$ cat config.mk
export PLATFORM = sky130hd
export DESIGN_NAME = instr_dispatcher
export DESIGN_NICKNAME = d
export VERILOG_FILES = /design/src/rtl/instr_dispatcher.sv
export SDC_FILE = /design/constraint.sdc
export NUM_CORES = 1
export LEC_CHECK = 0
export CAP_MARGIN = 20
export CORE_UTILIZATION = 39
export DETAILED_ROUTE_END_ITERATION = 10
export PLACE_DENSITY = 0.9
export SETUP_SLACK_MARGIN = 0.4
export SYNTH_ARGS = -nofsm -noshare
export SYNTH_HDL_FRONTEND = slang
export SYNTH_SLANG_ARGS = --single-unit
$ cat constraint.sdc
create_clock -name clock -period 1.82 [get_ports clock]
set_input_delay 0.364 -clock clock [delete_from_list [all_inputs] [get_ports clock]]
set_output_delay 0.364 -clock clock [all_outputs]
set_load 0.02 [all_outputs]
$ cat src/rtl/instr_dispatcher.sv
// instr_dispatcher: accepts one instruction word, launches the matching FSM for one cycle, waits for its done, retires it
// Ports: clock, reset (asynchronous, active-high); instr_valid/instr/instr_ready accept handshake;
// fsm_done per-opcode done inputs; FSM_start one-cycle launch code; source/dest fields latched on accept;
// busy (not IDLE), retired, err_illegal, err_timeout status pulses.
// Define DISPATCH_WATCHDOG_EN to build the WAIT-state watchdog; otherwise err_timeout is tied 0.
module instr_dispatcher #(
  parameter logic [15:0] OP_MASK = 16'h0FFE,
  parameter int TIMEOUT_CYCLES = 32
) (
  input  logic        clock,
  input  logic        reset,
  input  logic        instr_valid,
  input  logic [15:0] instr,
  output logic        instr_ready,
  input  logic [15:0] fsm_done,
  output logic [3:0]  FSM_start,
  output logic [5:0]  source,
  output logic [5:0]  dest,
  output logic        busy,
  output logic        retired,
  output logic        err_illegal,
  output logic        err_timeout
);
  typedef enum logic [2:0] {IDLE, LAUNCH, WAIT, RETIRE, ERR} state_t;
  state_t state;
  logic [3:0] op;
  logic [3:0] opc;
  assign opc = instr[15:12];
  assign instr_ready = state == IDLE;
`ifdef DISPATCH_WATCHDOG_EN
  localparam int CW = $clog2(TIMEOUT_CYCLES);
  logic [CW-1:0] cnt;
`else
  assign err_timeout = 1'b0;
`endif
  always_ff @(posedge clock or posedge reset)
    if (reset) begin
      state <= IDLE;
      op <= 4'd0;
      source <= 6'd0;
      dest <= 6'd0;
      FSM_start <= 4'd0;
      busy <= 1'b0;
      retired <= 1'b0;
      err_illegal <= 1'b0;
`ifdef DISPATCH_WATCHDOG_EN
      cnt <= '0;
      err_timeout <= 1'b0;
`endif
    end else begin
      FSM_start <= 4'd0;
      retired <= 1'b0;
      err_illegal <= 1'b0;
`ifdef DISPATCH_WATCHDOG_EN
      err_timeout <= 1'b0;
`endif
      case (state)
        IDLE:
          if (instr_valid) begin
            op <= opc;
            source <= instr[5:0];
            dest <= instr[11:6];
            busy <= 1'b1;
            // opcode 0 is a NOP even if its mask bit happens to be set
            if (opc == 4'd0) begin
              state <= RETIRE;
              retired <= 1'b1;
            end else if (!OP_MASK[opc]) begin
              state <= ERR;
              err_illegal <= 1'b1;
            end else begin
              state <= LAUNCH;
              FSM_start <= opc;
            end
          end
        LAUNCH: begin
          state <= WAIT;
`ifdef DISPATCH_WATCHDOG_EN
          cnt <= '0;
`endif
        end
        WAIT:
          // done is checked first so a done on the last allowed cycle beats the watchdog
          if (fsm_done[op]) begin
            state <= RETIRE;
            retired <= 1'b1;
          end
`ifdef DISPATCH_WATCHDOG_EN
          else if (cnt == CW'(TIMEOUT_CYCLES - 1)) begin
            state <= IDLE;
            busy <= 1'b0;
            err_timeout <= 1'b1;
          end else cnt <= cnt + 1'b1;
`endif
        default: begin
          state <= IDLE;
          busy <= 1'b0;
        end
      endcase
    end
endmodule

# After elaboration in Yosys (flattened, before gate mapping)
# Memory sizes are Yosys's and may differ from the RTL's.
# Cells that the tools add are included.
# word_totals
regBits,26
mem_bits_ro,16
input_bits,35
output_inout_bits,21
memories,1
# op_classes
order_cmp,2
eq_ne,4
muxes,22
bitwise_logic,1
n_reduce_logical,6
# memory_table
name,words,width,read_ports,rd_clocked_by_memory_dff,write_ports,line_no,text
(no name shown),16,1,1,0,0,68,end else if (!OP_MASK[opc]) begin
# op_table
cell,n
$mux W4,4
$mux W3,4
$lt A4 B5 Y1 const B,2
$mux W1,10
$pmux W3 S3,1
$reduce_and A2 Y1,3
$bmux W1 S4,1
$logic_not A4 Y1,1
$ne A2 B2 Y1 const B,2
$pmux W1 S2,2
$eq A3 B1 Y1 const B,1
$eq A3 B2 Y1 const B,1
$logic_not A3 Y1,1
$reduce_or A2 Y1,1
$not A1 Y1,1

# Depth between registers and ports, before layout
# Gate-level depths: netlist (run 1).
# logic_depth
word_depth,6
depth_mapped,5
depth_no_buf,4

# Worst setup path after synthesis (run 1)
# OpenSTA, ideal clock, no wires.
# synth_timing
path_type,reg2reg
start,register state[0]
end,register op[2]
t_arrival_ps,1426
required_time_ps,1702
setup_slack_ps,276
stages_incl_launch_ff,6
synth_period_minus_slack_ps,1544
path_cell_list,dfrtp_1 -> nor3_2 -> nand2_1 -> clkbuf_1 -> nand2_1 -> nand2_1
# synth_via
elab_chain_len,2
# synth_rtl
element,line_no,text
"start, declared",25,state_t state;
"start signal, assigned",38,state <= IDLE;
"start signal, assigned",66,state <= RETIRE;
"start signal, assigned",69,state <= ERR;
$logic_not A3 Y1,-,
named net instr_ready,14,"output logic instr_ready,"
$reduce_and A2 Y1 (no line),-,
"end signal, assigned",60,op <= opc;
"end, declared",26,logic [3:0] op;
# The timed path passes the listed nets, and every way through them passes these cells.
# A chain may end at the register's enable or synchronous reset.

# Worst setup path after layout (run 1)
# layout_timing
start,register state[2]
end,output port instr_ready
# layout_via
elab_chain_len,1
# layout_rtl
element,line_no,text
$logic_not A3 Y1,29,assign instr_ready = state == IDLE;
"end, declared",14,
# No other way between the ends.

==> impl_results.md, run 1 <==
* Outcome: completed
* P_sw at 0.975 mW
* Final instance area at 1770 um2
* Final hold vios at 0
* Grt ovf at 0
* Crit path launch type: flop
* Initial Utilization at 41.1%
* WL final at 2.93 mm
* Final Cycle Share at 84.0%
* Cell Area, Synth at 1130 um2
* CP max FO at 4
* Sw Ratio at 40.2%
* Top FF cell, synth: dfrtp_1
* Setup Skew at 0.00337 ns
* Die height at 55.9 um
* WP data required at 1.46 ns
* Hpwl dp at 2.17 mm
* Clk_lat worst skew at 0.30 ns
* TritonRoute pass-1 iters at 4
* Routed len/inst at 14.1 um
* PortBufs at 54
* Hold buffer count at CTS at 0
* Yosys warnings at 0
* Drt drc at 0
* Cell depth of the worst setup path at 2
* Ys async rst share at 100%
* Buf/Inv on CP at 1
* Via count at 1043
* Clk sinks at 26
* Worst hold path type: in -> async
* Layout area overhead at 56.1%
* Slowest stage cell, crit path: dfrtp_1
* Most common cell after layout, fill and taps aside: nand2_1
* FF-to-FF setup slack at 0.40 ns
* Filler instances at 230
* Clock network power share at 9.4%
* Leak at 0.866 nW
* #FFs+latches synth at 26
* Clock Tree Buf Depth at 2
* VDD IR max at 0.882 mV
* Crit path DAT at 1.17 ns
* Layout cells sized above 1 at 13.6%
* Number of global-route vias before repair at 1015
* Antenna cells at 0
* Die Area at 3120 um2
* R2R depth at 4
* R2r endpoint: retired
* Combinational power share at 51.1%
* Via-per-instance ratio at 5.01
* RSZ-0062 raised after global routing: true
* CTS root buf: clkbuf_4
* Die Span X at 55.9 um
* EDFF count, synth at 0
* Syn Inst Count at 116
* H-tree depth at 1
* Final ANT Viol Nets at 0
* Crit path time final at 1.53 ns
* TritonCTS clock tree: built
* Routability Congestion at 0.847
* CTS buffer count at 3
* IO Pins at 56
* Crit path cell chain: nor3_4, buf_4
* Final core utilization at 64.1%
* Setup Viol. Count Final at 0
* Seq/Total Area, Yosys at 57.5%
* Global-route wire length before repair at 4.67 mm
* Final nets at 214
* Synth unique cells at 26
* Reg2reg start: op[0]
* Setup TNS at 0 ns
* Initial drt markers at 29
* FP Rows at 19
* Mapped Nets at 151
* Crit Path Category: reg -> out
* Synth Area per Inst at 9.76 um2
* Max Freq at 654 MHz
* Worst-path clk slew at 0.13 ns
* Delay-heaviest family, CP: flip-flops
* Placed cell areas at 1720 um2
* Max_cap viols at 0
* GRT Overall Usage at 19.0%
* Endpoint class of the critical path: output pin
* Register share of total power at 39.6%
* Final Max Tran Viols at 0
* Power per Cell Area at 1370 nW/um2
* Total core area at 2760 um2
* Commonest non-fill, non-tap cells in the layout: nand2_1 (48), clkdlybuf4s50_1 (34), dfrtp_1 (25)
* Internal at 1.45 mW
* Initial antenna violation count at 0
* Largest net degree at the start of global routing at 27
* CP max stage delay at 0.45 ns
[power by group through the flow]
stage / Clock, mW / Sequential (mW) / Combinational, mW
4_1_cts: 0.241 / 0.951 / 1.19
3_5_place_dp: 0 / 0.973 / 1.22
2_1_floorplan: 0 / 1.13 / 0.518
3_3_place_gp: 0 / 0.960 / 1.18
5_1_grt: 0.271 / 0.992 / 1.34
6_report: 0.227 / 0.960 / 1.24
[synth_stat cells (2+ instances only)]
cell type / instances / area share (%)
nand2_1: 48 / 16
dfrtp_1: 26 / 57
nor2_1: 5 / 1.7
inv_1: 4 / 1.3
mux2i_1: 4 / 3.5
a22oi_1: 2 / 1.3
and3_1: 2 / 1.1
buf_2: 2 / 0.88
mux4_1: 2 / 4.6
nand3_1: 2 / 0.88
nor3_1: 2 / 0.88
o2111ai_1: 2 / 1.5
o21ai_0: 2 / 0.88
[how the worst max path moves through the flow]
stage | start | to | slack [ns]
final | state[2] | instr_ready | 0.29
after global routing | state[2] | instr_ready | 0.22
after CTS | state[2] | instr_ready | 0.16
after detailed placement | fsm_done[11] | retired | 0.002
after global placement | fsm_done[11] | retired | 0.09
after floorplan | state[1] | op[2] | 0.41
[registers in the layout, indices dropped and copies added, names as in the netlist]
register,cells
dest,6
source,6
FSM_start,4
op,4
state,3
busy,1
err_illegal,1
retired,1
[worst register-to-register path: stages (launching register included)]
cell and delay, ns:
dfrtp_2 0.42, buf_6 0.10, mux4_2 0.49, o2111ai_2 0.19, nand3_1 0.10
[metrics by stage]
step	cells	power, mW	worst slack (ns)	hold slack [ns]
finish	208	2.43	0.291	0.402
global route	208	2.60	0.218	0.411
CTS	206	2.38	0.161	0.404
detailed placement	201	2.20	0.00248	0.464
global placement	201	2.14	0.0947	0.461
floorplan	116	1.65	0.408	0.404
[layer usage]
metal	global-route usage, %	wire (um)	vias up
met1	25.7	1270	505
met4	2.09	0	0
met3	4.42	197	0
met2	32.4	1460	39
met5	0	0	-
li1	-	-	499
[cell families after synthesis]
logic type / count (synthesis) / share of synthesized area (%)
and+or+nand+nor: 65 / 24.2
DFF: 26 / 57.5
AOI/OAI and AO/OA: 9 / 5.64
buffers and inverters: 9 / 4.20
muxes: 6 / 8.18
other: 1 / 0.331
[repair_timing]
item	CTS	global route
pin swaps	2	5
endpoints found under the hold margin	0	0
gates resized for setup	27	24
setup buffers	2	2
endpoints found under the setup margin	22	19
[area by class of cell]
cell class / count / area [um2] / share of cell area (%)
timing repair buffer: 63 / 588 / 33.3
clock buffer: 3 / 22.5 / 1.27
tap: 31 / 38.8 / 2.19
multi-input combinational: 81 / 452 / 25.5
sequential: 26 / 652 / 36.9
inverter: 4 / 15.0 / 0.849
Power figures use the tool's default switching activity.
==> run 2, diff against run 1 <==
Clock period 1.82 ns to 1.45 ns, I/O delays scaled along.
==> impl_results.md, run 2 (same netlist as run 1, synthesis figures left out) <==
* Outcome: completed
* WL final at 3.80 mm (+30%)
* Initial Utilization at 41.1% (unchanged)
* Initial drt markers at 22 (-24%)
* Crit path DAT at 1.14 ns (-0.03 ns)
* Crit Path Category: reg -> out
* Largest net degree at the start of global routing at 27 (unchanged)
* Crit path time final at 1.43 ns
* Largest registers: dest (6), source (6)
* TritonRoute pass-1 iters at 4 (unchanged)
* Setup Viol. Count Final at 0 (unchanged)
* Hold buffer count at CTS at 0 (unchanged)
* R2r endpoint: state[0]
* FP Rows at 19 (unchanged)
* CP max FO at 2 (-2)
* IO Pins at 56 (unchanged)
* Most common cell after layout, fill and taps aside: nand2_1
* CP Launch Point: state[1]
* Clock Tree Buf Depth at 2 (unchanged)
* Max_cap viols at 0 (unchanged)
* Routability Congestion at 0.861 (+1.7%)
* Worst-path clk slew at 0.13 ns (about the same)
* Final hold vios at 0 (unchanged)
* FF-to-FF setup slack at 0.05 ns (-0.35 ns)
* Via-per-instance ratio at 5.24 (+4.6%)
* Layout area overhead at 82.8%
* Total core area at 2760 um2 (unchanged)
* H-tree depth at 1 (unchanged)
* Die Span X at 55.9 um (unchanged)
* Final core utilization at 75.0% (+11 points)
* Final ANT Viol Nets at 0 (unchanged)
* R2R depth at 3 (-1)
* Final Cycle Share at 98.4%
* GRT Overall Usage at 25.2% (+6.3 points)
* Global-route wire length before repair at 5.90 mm (+26%)
* Worst hold path type: in -> async
* Layout cells sized above 1 at 38.7% (+25 points)
* CTS buffer count at 3 (unchanged)
* Max Freq at 701 MHz
* Grt ovf at 0 (unchanged)
* Leak at 0.993 nW (+15%)
* Overall power at 3.83 mW (+58%)
* Via count at 1180 (+13%)
* WP data required at 1.16 ns (-0.30 ns)
* Antenna cells at 0 (unchanged)
* Setup Skew at 0.00535 ns (+0.00198 ns)
* CTS root buf: clkbuf_4
* Endpoint class of the critical path: output pin
* Worst Hold Slack at 0.292 ns (-0.110 ns)
* Die Area at 3120 um2 (unchanged)
* Routed len/inst at 16.9 um (+20%)
* RSZ-0062 raised after global routing: true
* PortBufs at 54 (unchanged)
* Reg2reg start: op[0]
* Power per Cell Area at 1850 nW/um2 (+35%)
* Commonest non-fill, non-tap cells in the layout: nand2_1 (40), clkdlybuf4s50_1 (30), dfrtp_1 (25)
* Final Max Tran Viols at 0 (unchanged)
* Drt drc at 0 (unchanged)
* Hpwl dp at 2.44 mm (+12%)
* Crit path launch type: flop
* Final nets at 231 (+7.9%)
* Clk sinks at 26 (unchanged)
* TritonCTS clock tree: built
* Filler instances at 170 (-26%)
* Clk_lat worst skew at 0.33 ns (+0.03 ns)
* VDD IR max at 1.43 mV (+62%)
* Number of global-route vias before repair at 1184 (+17%)
* Initial antenna violation count at 0 (unchanged)
* Die height at 55.9 um (unchanged)
run 2: layout make-up:
cell class / instances / area [um2] / area share, %
repair buffers: 75 / 743 / 35.9
flip-flops and latches: 26 / 652 / 31.5
well taps: 31 / 38.8 / 1.87
clock buffers: 3 / 22.5 / 1.09
inverters: 4 / 17.5 / 0.846
multi-input cells: 86 / 596 / 28.8
run 2: how the worst max path moves through the flow:
stage	endpoint	slack, ns	depth (start not counted)
after detailed placement	state[0]	-0.21	4
after CTS	instr_ready	0.04	2
after global placement	state[0]	-0.13	4
after global routing	state[0]	-0.04	3
final	instr_ready	0.02	2
after floorplan	retired	0.11	4
run 2: timing repair:
item | CTS | global route
setup buffers | 7 | 3
endpoints found under the setup margin | 46 | 46
gates resized for setup | 144 | 9
gates cloned | 5 | 0
pin swaps | 14 | 1
run 2: worst max-delay path, cell delays in order (launching register included):
cell     delay [ns]
dfrtp_1        0.43
nor3_4         0.24
buf_6          0.15
run 2: through the flow:
| step | setup TNS (ns) | instances | worst slack (ns) | area (um2) |
|---|---|---|---|---|
| CTS | 0 | 222 | 0.0369 | 2010 |
| floorplan | 0 | 116 | 0.108 | 1180 |
| detailed placement | -1.04 | 207 | -0.209 | 1790 |
| global placement | -0.393 | 207 | -0.126 | 1790 |
| global route | -0.0433 | 225 | -0.0362 | 2070 |
| finish | 0 | 225 | 0.0230 | 2070 |
run 2: layer usage:
layer	up-vias	wire length [um]	track usage, %
met5	-	0	0
met3	5	227	6.28
met4	0	49	9.41
li1	540	-	-
met1	587	1520	30.2
met2	48	2010	43.9
run 2: where the power goes:
group | internal [mW] | total [mW] | switching [mW]
logic | 1.18 | 2.29 | 1.10
registers | 1.01 | 1.24 | 0.231
clock network | 0.0978 | 0.309 | 0.211
==> run 3, diff against run 2 <==
Settings changed: REMOVE_ABC_BUFFERS set to 1.
==> impl_results.md, run 3 (same netlist as run 1, synthesis figures left out) <==
* Max Freq at 666 MHz (-5.0%)
* Clk_lat worst skew at 0.34 ns (about the same)
* Hold buffer count at CTS at 0 (unchanged)
* Worst hold path type: in -> async
* Via count at 1200 (+1.7%)
* Register share of total power at 30.0% (-2.3 points)
* Initial antenna violation count at 0 (unchanged)
* Initial Utilization at 41.1% (unchanged)
* Layout area overhead at 95.7%
* Clock network power share at 12.3% (+4.2 points)
* Layout cells sized above 1 at 52.3% (+14 points)
* WL final at 4.09 mm (+7.5%)
* Largest net degree at the start of global routing at 27 (unchanged)
* Die Span X at 55.9 um (unchanged)
* Pre-CTS WS at -0.292 ns (-0.0830 ns)
* Leak at 1.07 nW (+8.2%)
* FF-to-FF setup slack at -0.02 ns (-0.07 ns)
* Overall power at 4.21 mW (+9.9%)
* Drt drc at 0 (unchanged)
* WP data required at 1.16 ns (about the same)
* Antenna cells at 0 (unchanged)
* Commonest non-fill, non-tap cells in the layout: buf_6 (30), clkdlybuf4s50_1 (30), nand2_2 (26)
* Hpwl dp at 2.38 mm (-2.6%)
* Crit path DAT at 1.21 ns (+0.07 ns)
* RSZ-0062 raised after global routing: true
* Final core utilization at 80.4% (+5.3 points)
* Initial drt markers at 41 (+86%)
* Outcome: finished with violations
* Failing checks: negative setup slack
* Sw Ratio at 39.2% (-1.2 points)
* Non-Filler Instances at 230 (+2.2%)
* H-tree depth at 1 (unchanged)
* Internal at 2.56 mW (+12%)
* # placed instances at 212 (+2.4%)
* FP Rows at 19 (unchanged)
* Crit Path Category: reg -> out
* Total core area at 2760 um2 (unchanged)
* Final Max Tran Viols at 0 (unchanged)
* Placed cell areas at 1800 um2 (+0.77%)
* Final Cycle Share at 104% (+5.2 points)
* Setup Skew at 0.0150 ns (+0.00964 ns)
* Setup TNS at -0.148 ns (-0.148 ns)
* Final ANT Viol Nets at 0 (unchanged)
* Final hold vios at 0 (unchanged)
* CTS buffer count at 3 (unchanged)
* Combinational power share at 57.7% (-1.9 points)
* Clk sinks at 26 (unchanged)
* Filler instances at 155 (-8.8%)
* Number of global-route vias before repair at 1298 (+9.6%)
* P_sw at 1.65 mW (+6.6%)
* Final instance area at 2220 um2 (+7.1%)
* Register Area at 652 um2 (unchanged)
* Routed len/inst at 17.8 um (+5.2%)
* IO Pins at 56 (unchanged)
* PortBufs at 54 (unchanged)
* Max_cap viols at 0 (unchanged)
* CP max FO at 2 (unchanged)
* Power per Cell Area at 1900 nW/um2 (+2.6%)
* CTS root buf: clkbuf_4
* GRT Overall Usage at 24.5% (-0.70 points)
* Grt ovf at 0 (unchanged)
* Routability Congestion at 0.905 (+5.0%)
* Crit path time final at 1.50 ns (+0.0756 ns)
* Die height at 55.9 um (unchanged)
* Worst Hold Slack at 0.271 ns (-0.0218 ns)
* PnR worst setup slack at -0.0526 ns (-0.0756 ns)
* TritonRoute pass-1 iters at 6 (+2)
* TritonCTS clock tree: built
* Die Area at 3120 um2 (unchanged)
* Final nets at 235 (+1.7%)
* Worst-path clk slew at 0.16 ns (+0.03 ns)
* Global-route wire length before repair at 5.91 mm (+0.24%)
* Via-per-instance ratio at 5.22 (-0.52%)
* Clock Tree Buf Depth at 2 (unchanged)
* Largest registers: dest (6), source (6)
* Area of the multi-input gates at 619 um2 (+4.0%)
* VDD IR max at 1.64 mV (+15%)
* Setup Viol. Count Final at 9 (+9)
* Endpoint class of the critical path: output pin
* Crit path launch type: flop
## run 3: path summary, 6_finish.rpt
| path | cells past startpoint | end | from |
|---|---|---|---|
| min in group clock | 3 | FSM_start[2] | instr[15] |
| setup reg to reg | 7 | state[0] | state[2] |
| setup / recovery | 2 | instr_ready | state[2] |
| hold / removal | 3 | dest[0] | reset |
| max in group asynchronous | 3 | op[0] | reset |
| hold reg to reg | 2 | dest[3] | dest[3] |
## run 3: repair_timing
action,4_1_cts,5_1_grt
pin swaps,31,10
resized for setup,167,30
setup endpoints to repair,45,45
setup buffers,6,5
gates cloned,3,0
## run 3: power groups by stage
stage | logic, mW | registers (mW) | clock network [mW]
2_1_floorplan | 0.565 | 1.44 | 0
3_3_place_gp | 1.58 | 1.18 | 0
3_5_place_dp | 1.64 | 1.20 | 0
4_1_cts | 2.04 | 1.22 | 0.507
5_1_grt | 2.57 | 1.29 | 0.551
6_report | 2.43 | 1.26 | 0.517
## run 3: layout make-up
type	count	share of cell area [%]
inverters	4	0.791
flip-flops and latches	26	29.4
clock buffers	3	1.02
clock inverters	1	1.36
multi-input cells	81	28.0
repair buffers	84	37.7
well taps	31	1.75
## run 3: metal layers
| metal | vias to the layer above | share of wire (%) | GRT usage, % |
|---|---|---|---|
| li1 | 544 | - | - |
| met1 | 586 | 37 | 29.1 |
| met2 | 58 | 53 | 45.3 |
| met3 | 12 | 7.1 | 4.42 |
| met4 | 0 | 2.5 | 6.97 |
| met5 | - | 0 | 0 |
## run 3: worst max-delay path: stages (launching register included)
cell     delay [ns]
dfrtp_1        0.43
nor3_2         0.25
buf_4          0.18
